==> src/rtl/burst_pattern_gen_if.sv <==
// Signal bundle between the burst source and the Ethernet transmit path.
// Trigger/config inputs, write strobe with full back-pressure, status outputs.
interface burst_pattern_gen_if #(
    parameter int DATA_W = 8,
    parameter int LEN_W  = 13,
    parameter int GAP_W  = 8
);
    logic              i_trig;
    logic              i_abort;
    logic [LEN_W-1:0]  i_len;
    logic [1:0]        i_mode;
    logic [DATA_W-1:0] i_seed;
    logic [7:0]        i_repeat;
    logic [GAP_W-1:0]  i_gap;
    logic              i_full;
    logic [DATA_W-1:0] o_data;
    logic              o_wr;
    logic              o_busy;
    logic              o_done;
    logic [1:0]        o_state;

    // Handshake: o_wr is a push strobe (a word moves on every cycle it is high,
    // there is no ready). i_full is sampled on the clock edge, so o_wr drops one
    // cycle after i_full rises and the sink must absorb one extra word.
    modport master (
        input  i_trig, i_abort, i_len, i_mode, i_seed, i_repeat, i_gap, i_full,
        output o_data, o_wr, o_busy, o_done, o_state
    );
    modport slave (
        output i_trig, i_abort, i_len, i_mode, i_seed, i_repeat, i_gap, i_full,
        input  o_data, o_wr, o_busy, o_done, o_state
    );
endinterface

==> src/rtl/burst_pattern_gen.sv <==
// Trigger-driven burst source: emits repeated bursts of a programmable pattern
// into the Ethernet transmit path, with idle gaps, back-pressure and abort.
module burst_pattern_gen #(
    parameter int                DATA_W    = 8,
    parameter int                LEN_W     = 13,
    parameter int                GAP_W     = 8,
    parameter logic [DATA_W-1:0] LFSR_TAPS = 8'hB8
) (
    input  logic                i_clk,
    input  logic                i_rst,
    burst_pattern_gen_if.master bus
);
    typedef enum logic [1:0] {S_IDLE = 2'd0, S_RUN = 2'd1, S_GAP = 2'd2} state_t;

    state_t            state_q, state_d;
    logic              trig_q;
    logic [LEN_W-1:0]  len_q, len_d, cnt_q, cnt_d;
    logic [1:0]        mode_q, mode_d;
    logic [DATA_W-1:0] seed_q, seed_d, pat_q, pat_d, data_q, data_d;
    logic [7:0]        rep_q, rep_d;
    logic [GAP_W-1:0]  gap_q, gap_d, gap_cnt_q, gap_cnt_d;
    logic              wr_q, wr_d, done_q, done_d, busy_q, busy_d;
    logic              start, issue, last;

    function automatic logic [DATA_W-1:0] pat_load(input logic [1:0] mode,
                                                   input logic [DATA_W-1:0] seed);
        case (mode)
            2'd2:    pat_load = (seed == '0) ? DATA_W'(1) : seed;
            2'd3:    pat_load = DATA_W'(1);
            default: pat_load = seed;
        endcase
    endfunction

    function automatic logic [DATA_W-1:0] pat_next(input logic [1:0] mode,
                                                   input logic [DATA_W-1:0] p);
        case (mode)
            2'd0:    pat_next = p + DATA_W'(1);
            2'd2:    pat_next = (p >> 1) ^ (p[0] ? LFSR_TAPS : '0);
            2'd3:    pat_next = {p[DATA_W-2:0], p[DATA_W-1]};
            default: pat_next = p;
        endcase
    endfunction

    // busy_q still high during the final-word cycle blocks a restart until busy reads 0
    assign start = (state_q == S_IDLE) && !busy_q && bus.i_trig && !trig_q && (bus.i_len != '0);
    assign issue = (state_q == S_RUN) && !bus.i_full;
    assign last  = issue && (cnt_q == len_q - LEN_W'(1));

    always_ff @(posedge i_clk or posedge i_rst) begin
        if (i_rst) state_q <= S_IDLE;
        else       state_q <= state_d;
    end

    always_comb begin
        state_d = state_q;
        if (bus.i_abort) begin
            state_d = S_IDLE;
        end else begin
            case (state_q)
                S_IDLE: if (start) state_d = S_RUN;
                S_RUN: begin
                    if (last) begin
                        if (rep_q == 8'd0)     state_d = S_IDLE;
                        else if (gap_q != '0)  state_d = S_GAP;
                    end
                end
                S_GAP:   if (gap_cnt_q <= GAP_W'(1)) state_d = S_RUN;
                default: state_d = S_IDLE;
            endcase
        end
    end

    always_comb begin
        len_d     = len_q;
        mode_d    = mode_q;
        seed_d    = seed_q;
        rep_d     = rep_q;
        gap_d     = gap_q;
        gap_cnt_d = gap_cnt_q;
        cnt_d     = cnt_q;
        pat_d     = pat_q;
        data_d    = data_q;
        wr_d      = 1'b0;
        done_d    = 1'b0;
        busy_d    = 1'b0;
        if (!bus.i_abort) begin
            busy_d = (state_d != S_IDLE) || last;
            if (start) begin
                len_d  = bus.i_len;
                mode_d = bus.i_mode;
                seed_d = bus.i_seed;
                rep_d  = bus.i_repeat;
                gap_d  = bus.i_gap;
                cnt_d  = '0;
                pat_d  = pat_load(bus.i_mode, bus.i_seed);
            end
            if (issue) begin
                wr_d   = 1'b1;
                data_d = pat_q;
                pat_d  = pat_next(mode_q, pat_q);
                cnt_d  = cnt_q + LEN_W'(1);
                if (last) begin
                    cnt_d = '0;
                    if (rep_q != 8'd0) begin
                        rep_d     = rep_q - 8'd1;
                        gap_cnt_d = gap_q;
                        pat_d     = pat_load(mode_q, seed_q);
                    end else begin
                        done_d = 1'b1;
                    end
                end
            end
            if (state_q == S_GAP) gap_cnt_d = gap_cnt_q - GAP_W'(1);
        end
    end

    always_ff @(posedge i_clk or posedge i_rst) begin
        if (i_rst) begin
            trig_q    <= 1'b1;
            len_q     <= '0;
            mode_q    <= '0;
            seed_q    <= '0;
            rep_q     <= '0;
            gap_q     <= '0;
            gap_cnt_q <= '0;
            cnt_q     <= '0;
            pat_q     <= '0;
            data_q    <= '0;
            wr_q      <= 1'b0;
            done_q    <= 1'b0;
            busy_q    <= 1'b0;
        end else begin
            trig_q    <= bus.i_trig;
            len_q     <= len_d;
            mode_q    <= mode_d;
            seed_q    <= seed_d;
            rep_q     <= rep_d;
            gap_q     <= gap_d;
            gap_cnt_q <= gap_cnt_d;
            cnt_q     <= cnt_d;
            pat_q     <= pat_d;
            data_q    <= data_d;
            wr_q      <= wr_d;
            done_q    <= done_d;
            busy_q    <= busy_d;
        end
    end

    assign bus.o_data  = data_q;
    assign bus.o_wr    = wr_q;
    assign bus.o_done  = done_q;
    assign bus.o_busy  = busy_q;
    assign bus.o_state = state_q;
endmodule

==> src/flat_wrapper.sv <==
// flat-port wrapper written by rule: the top's interface ports become plain ports
module burst_pattern_gen_flat 
#(
    parameter int                DATA_W    = 8,
    parameter int                LEN_W     = 13,
    parameter int                GAP_W     = 8,
    parameter logic [DATA_W-1:0] LFSR_TAPS = 8'hB8
)
  (i_clk, i_rst, bus_i_trig, bus_i_abort, bus_i_len, bus_i_mode, bus_i_seed, bus_i_repeat, bus_i_gap, bus_i_full, bus_o_data, bus_o_wr, bus_o_busy, bus_o_done, bus_o_state);
  burst_pattern_gen_if #(.DATA_W(DATA_W), .LEN_W(LEN_W), .GAP_W(GAP_W)) bus_i ();
  input  logic i_clk;
  input  logic i_rst;
  input wire logic [$bits(bus_i.i_trig)-1:0] bus_i_trig;
  input wire logic [$bits(bus_i.i_abort)-1:0] bus_i_abort;
  input wire logic [$bits(bus_i.i_len)-1:0] bus_i_len;
  input wire logic [$bits(bus_i.i_mode)-1:0] bus_i_mode;
  input wire logic [$bits(bus_i.i_seed)-1:0] bus_i_seed;
  input wire logic [$bits(bus_i.i_repeat)-1:0] bus_i_repeat;
  input wire logic [$bits(bus_i.i_gap)-1:0] bus_i_gap;
  input wire logic [$bits(bus_i.i_full)-1:0] bus_i_full;
  output wire logic [$bits(bus_i.o_data)-1:0] bus_o_data;
  output wire logic [$bits(bus_i.o_wr)-1:0] bus_o_wr;
  output wire logic [$bits(bus_i.o_busy)-1:0] bus_o_busy;
  output wire logic [$bits(bus_i.o_done)-1:0] bus_o_done;
  output wire logic [$bits(bus_i.o_state)-1:0] bus_o_state;
  assign bus_i.i_trig = bus_i_trig;
  assign bus_i.i_abort = bus_i_abort;
  assign bus_i.i_len = bus_i_len;
  assign bus_i.i_mode = bus_i_mode;
  assign bus_i.i_seed = bus_i_seed;
  assign bus_i.i_repeat = bus_i_repeat;
  assign bus_i.i_gap = bus_i_gap;
  assign bus_i.i_full = bus_i_full;
  assign bus_o_data = bus_i.o_data;
  assign bus_o_wr = bus_i.o_wr;
  assign bus_o_busy = bus_i.o_busy;
  assign bus_o_done = bus_i.o_done;
  assign bus_o_state = bus_i.o_state;
  burst_pattern_gen #(.DATA_W(DATA_W), .LEN_W(LEN_W), .GAP_W(GAP_W), .LFSR_TAPS(LFSR_TAPS)) u_core (.i_clk(i_clk), .i_rst(i_rst), .bus(bus_i));
endmodule
==> config.mk <==
export PLATFORM = sky130hd
export DESIGN_NAME = burst_pattern_gen_flat
export DESIGN_NICKNAME = d
export VERILOG_FILES = /design/src/rtl/burst_pattern_gen_if.sv /design/src/rtl/burst_pattern_gen.sv /design/src/flat_wrapper.sv
export SDC_FILE = /design/constraint.sdc
export NUM_CORES = 1
export LEC_CHECK = 0
export BUFFER_PORTS_ARGS = -buffer_cell sky130_fd_sc_hd__buf_2
export CORE_MARGIN = 1.5
export CORE_UTILIZATION = 53
export CTS_CLUSTER_DIAMETER = 60
export CTS_CLUSTER_SIZE = 28
export DETAILED_ROUTE_END_ITERATION = 8
export HOLD_SLACK_MARGIN = 0.06
export PLACE_DENSITY = 0.73
export SLEW_MARGIN = 30
export SYNTH_ARGS = -nofsm -noshare
export SYNTH_HDL_FRONTEND = slang
export SYNTH_SLANG_ARGS = --single-unit
==> constraint.sdc <==
create_clock -name i_clk -period 3.15 [get_ports i_clk]
set_input_delay 0.63 -clock i_clk [delete_from_list [all_inputs] [get_ports i_clk]]
set_output_delay 0.63 -clock i_clk [all_outputs]
set_load 0.01 [all_outputs]
---- Word level (Yosys, flattened, before mapping) ----
Cells that the tools add are included.
cells by class
  magnitude comparators ................... 1
  reductions and logical operators ........ 27
  equality and inequality tests ........... 7
  muxes and demuxes ....................... 35
  $add $sub $neg .......................... 5
  bitwise operators ....................... 2
operators with widths
  cell                                                                              number
  8-bit two-way mux                                                                 15
  13-bit two-way mux                                                                3
  8-bit case mux with 2 select lines                                                2
  8-bit logical NOT                                                                 3
  8-bit case mux with 3 select lines                                                1
  8-bit nonzero test                                                                2
  8-bit by 1-bit subtractor with 8-bit output, second input constant                2
  13-bit by 1-bit adder with 13-bit output, second input constant                   1
  13-bit equality test                                                              1
  13-bit nonzero test                                                               1
  13-bit by 1-bit subtractor with 13-bit output, second input constant              1
  2-bit two-way mux                                                                 6
  2-bit equality test, second input constant                                        5
  2-bit nonzero test                                                                5
  8-bit by 1-bit adder with 8-bit output, second input constant                     1
  8-bit by 1-bit less-or-equal comparator with 1-bit output, second input constant  1
  7-bit by 8-bit bitwise XOR with 8-bit output                                      1
  1-bit two-way mux                                                                 7
  1-bit logical AND                                                                 6
  2-bit case mux with 3 select lines                                                1
  2-bit AND reduction                                                               3
  2-bit logical NOT                                                                 2
  4-bit AND reduction                                                               1
  1-bit logical NOT                                                                 3
  3 further kinds                                                                   3
storage, ports and cells
  register bits ........................... 82
  output and inout bits ................... 13
  bits of input ports ..................... 44

---- Depth between registers and ports, before layout ----
  depth in word-level cells ............... 11
  gate-level depth with buffers ........... 12
  gate-level depth less buffers ........... 9

---- Least setup slack after synthesis ----
OpenSTA, ideal clock, no wires.
  path type ............................... reg-to-reg
  start ................................... register u_core.len_q[0]
  end ..................................... register u_core.gap_cnt_q[2]
  library setup time ...................... 0.111 ns
  arrival time ............................ 2.831 ns
  clock period less this slack ............ 2.943 ns
  cell stages (with the launch flop) ...... 10
  path slack .............................. 0.207 ns
  data required time ...................... 3.039 ns
  cell sequence ........................... dfrtp_1 or4_1 buf_2 or3_1 a21boi_2 o21ai_2 or4_1 buf_6 a21o_4 a2111oi_2
between the ends
  cells in the longest elaborated chain, start to end .. 5
ends and longest elaborated chain
  what                                           RTL line                  RTL
  from (decl)                                    burst_pattern_gen.sv:17   logic [LEN_W-1:0] len_q, len_d, cnt_q, cnt_d;
  from (signal assigned)                         burst_pattern_gen.sv:134  len_q <= len_d;
  13-bit by 1-bit subtractor with 13-bit output  burst_pattern_gen.sv:47   assign last = issue && (cnt_q == len_q - LEN_W'(1));
  13-bit equality test                           burst_pattern_gen.sv:47
  1-bit logical AND                              burst_pattern_gen.sv:47
  2-bit nonzero test (no source line)            n/a
  4-bit AND reduction (no source line)           n/a
  to (signal assigned)                           burst_pattern_gen.sv:139  gap_cnt_q <= gap_cnt_d;
  to (decl)                                      burst_pattern_gen.sv:21   logic [GAP_W-1:0] gap_q, gap_d, gap_cnt_q, gap_cnt_d;
No other way between the ends.
A chain may end at the register's enable or synchronous reset.

---- Worst setup path after layout ----
  start ................................... register u_core.len_q[1]
  end ..................................... register u_core.gap_cnt_q[1]
Same word-level chain as after synthesis.

==> results.cfg <==
[final_layout]
fillers = 753
instances_no_fill = 692
layout_common_cells = 81 x dfrtp_1, 56 x buf_2, 51 x nand2_1
drive_gt1_share_pct = 25.5
diodes = 0
final_common_cell = dfrtp_1
final_util_pct = 63.4
fin_nets = 629
areaGrowthSynthToFinish_pct = 15.0

[synthesis]
synth_area_leader_cell = dfrtp_1
ys_ff_latch = 82
synth_area_um2 = 4830
syn_inst = 517
yosys-top-cells-area = dfrtp_1 42%, mux2_2 7.7%, nand2_1 4.0%
syn_nets = 567
avgSynthCellArea_um2 = 9.35
synth_edf_count = 0
async_flop_share_pct = 100
synth_flop_cell = dfrtp_1
synth.distinct_cells = 68
ys_seq_area_share_pct = 42.5
yosys_warnings = 0
synth_top_area_share_pct = 41.9

[power_and_ir_drop]
p_per_area_nw_per_um2 = 618
internal-power_mw = 2.26
clkPwrFrac_pct = 24.8
seqPwrFrac_pct = 46.7
combPwrFrac_pct = 28.5
vdd_drop_max_mv = 0.415
p_switching_mw = 1.17
switching_share_pct = 34.1
power.leakage_nw = 2.41

[clocking]
path_clk_slew_ns = 0.08
cts_setup_buffers = 0
cts_root_buf = clkbuf_8
insertion_delay_ns = 0.36
clock_path_buffers = 2
cts_tree = built
cts.sinks = 82
cts_buffers = 9
htreeDepth = 3

[global_routing]
grt_pass1_wl_um = 19600
grt_antenna_before_repair = 0
grt_overflow_total = 0
track_usage_pct = 24.7
grt_pass1_vias = 4100
grt_max_degree = 36

[floorplan]
die_y_um = 98.5
design.portCount = 57
core.rowCount = 34
dieWidth_um = 98.5
start_util_pct = 55.2
die-area_um2 = 9700
core_um2 = 8760

[outcome]
status = finished, final reports clean

[placed_design]
portBuffers = 56
dp_worst_setup_slack_ns = -0.0124
dpl.hpwl_um = 8430
placed_cells = 676
place.gp.congestion = 0.931

[routing]
routed_via_density = 6.07
drc = 0
firstDrtPassIters = 5
wl_um = 11500
ant_nets = 0
wl_per_cell_um = 16.6
vias = 4203
first_iter_violations = 229

[setup_path]
path_class = register to register
cp_data_arrival_time_ns = 3.27
worst-endpoint-required_ns = 3.39
cp-start-kind = register
critPathCaptureType = register
cp_max_fo = 12

[sta]
finClkSkew_ns = 0.0109
finalHoldViolations = 0
maxSlewHeadroom_pct = 53.8
setup_viol = 0
finalWorstPathRequiredPeriod_ns = 3.03
timing.fmax_mhz = 330
finalWorstSetupSlack_ns = 0.119
timing.final.crit_share_pct = 96.2
finalMaxSlewViolations = 0
tightest_slew_ns = 0.693

[hold_path]
hp-class = primary input to async pin

[flow_run]
maxCapViolCount = 0
-- worst max-delay path, stage by stage (launching register included) --
cell	delay, ns
dfrtp_1	0.41
or4_1	0.61
or3_1	0.41
a21boi_2	0.18
o21ai_2	0.08
or4_4	0.56
buf_4	0.21
a2bb2oi_1	0.14
o2bb2a_1	0.31
-- synthesized netlist by cell type (all sizes together), types with 3 or more instances --
master   instances
a21o             5
a21oi           29
a2bb2oi          3
a31oi            7
and2             4
and3             6
buf             10
clkbuf          22
dfrtp           81
ha               6
inv             18
mux2            33
mux2i            6
nand2           51
nand2b           6
nand3           16
nand4            6
nor2            34
nor2b            4
nor3            15
nor3b            8
nor4            15
o211a            4
o211ai           3
o21ai           29
o22a             5
o22ai            5
o31ai            4
or3             14
or4              6
xnor2           14
xor2             7
-- flip-flops by register name, summed over array words and instances (netlist names), 2 cells and up --
register            count
u_core.cnt_q           13
u_core.rep_q            8
u_core.gap_q            8
u_core.pat_q            8
u_core.gap_cnt_q        8
u_core.bus.o_state      2
u_core.bus.o_data       8
u_core.len_q           13
u_core.seed_q           8
u_core.mode_q           2
-- per-stage QoR --
step / cell area (um^2) / total power [mW] / setup TNS (ns) / hold WS [ns]
global placement: 5320 / 2.54 / 0 / 0.454
floorplan: 4830 / 2.26 / 0 / 0.474
CTS: 5540 / 3.43 / 0 / 0.344
finish: 5560 / 3.43 / 0 / 0.314
global route: 5560 / 3.65 / -0.000692 / 0.369
detailed placement: 5320 / 2.59 / -0.0124 / 0.461
-- area by class of cell --
cell class | instances | area (um^2) | area share [%]
Sequential cell | 82 | 2050 | 36.9
Multi-Input combinational cell | 385 | 2600 | 46.8
Inverter | 18 | 68.8 | 1.24
Clock inverter | 5 | 77.6 | 1.40
Timing Repair Buffer | 83 | 483 | 8.69
Clock buffer | 11 | 141 | 2.54
Tap cell | 108 | 135 | 2.43
-- what timing repair did --
item,4_1_cts,5_1_grt
gates resized for setup,0,4
hold buffers,0,0
setup endpoints to repair,0,7
-- power groups by stage --
stage	combinational, mW	clock (mW)	sequential, mW
3_3_place_gp	0.937	0	1.60
4_1_cts	0.974	0.862	1.60
2_1_floorplan	0.761	0	1.50
5_1_grt	1.10	0.905	1.65
6_report	0.979	0.852	1.60
3_5_place_dp	0.968	0	1.62
-- logic make-up after synthesis --
family / share of synthesized area [%]
muxes: 9.40
DFF: 42.5
buffers and inverters: 4.12
and+or+nand+nor: 20.8
xor gates and xnor gates: 3.81
AOI/OAI and AO/OA: 17.9
adders and majority gates: 1.55
-- final timing paths --
path,start,endpoint,slack [ns],cells after the start
setup / recovery,u_core.len_q[1]$_DFFE_PP0P_,u_core.gap_cnt_q[1]$_DFFE_PP0P_,0.12,8
setup reg to reg,u_core.len_q[1]$_DFFE_PP0P_,u_core.gap_cnt_q[1]$_DFFE_PP0P_,0.12,8
max in group asynchronous,i_rst,u_core.pat_q[5]$_DFFE_PP0P_,2.09,3
hold reg to reg,u_core.bus.o_data[5]$_DFFE_PP0P_,u_core.bus.o_data[5]$_DFFE_PP0P_,0.47,2
min in group i_clk,bus_i_trig,u_core.trig_q$_DFF_PP1_,0.38,1
hold / removal,i_rst,u_core.bus.o_done$_DFF_PP0_,0.31,2
-- routing by layer --
layer	GRT usage, %	up-vias	part of all wire, %
met5	0	-	0
met4	7.48	0	2.1
met3	3.55	26	5.1
li1	-	2026	-
met1	34.0	2011	44
met2	40.7	140	49
Power figures use the tool's default switching activity.
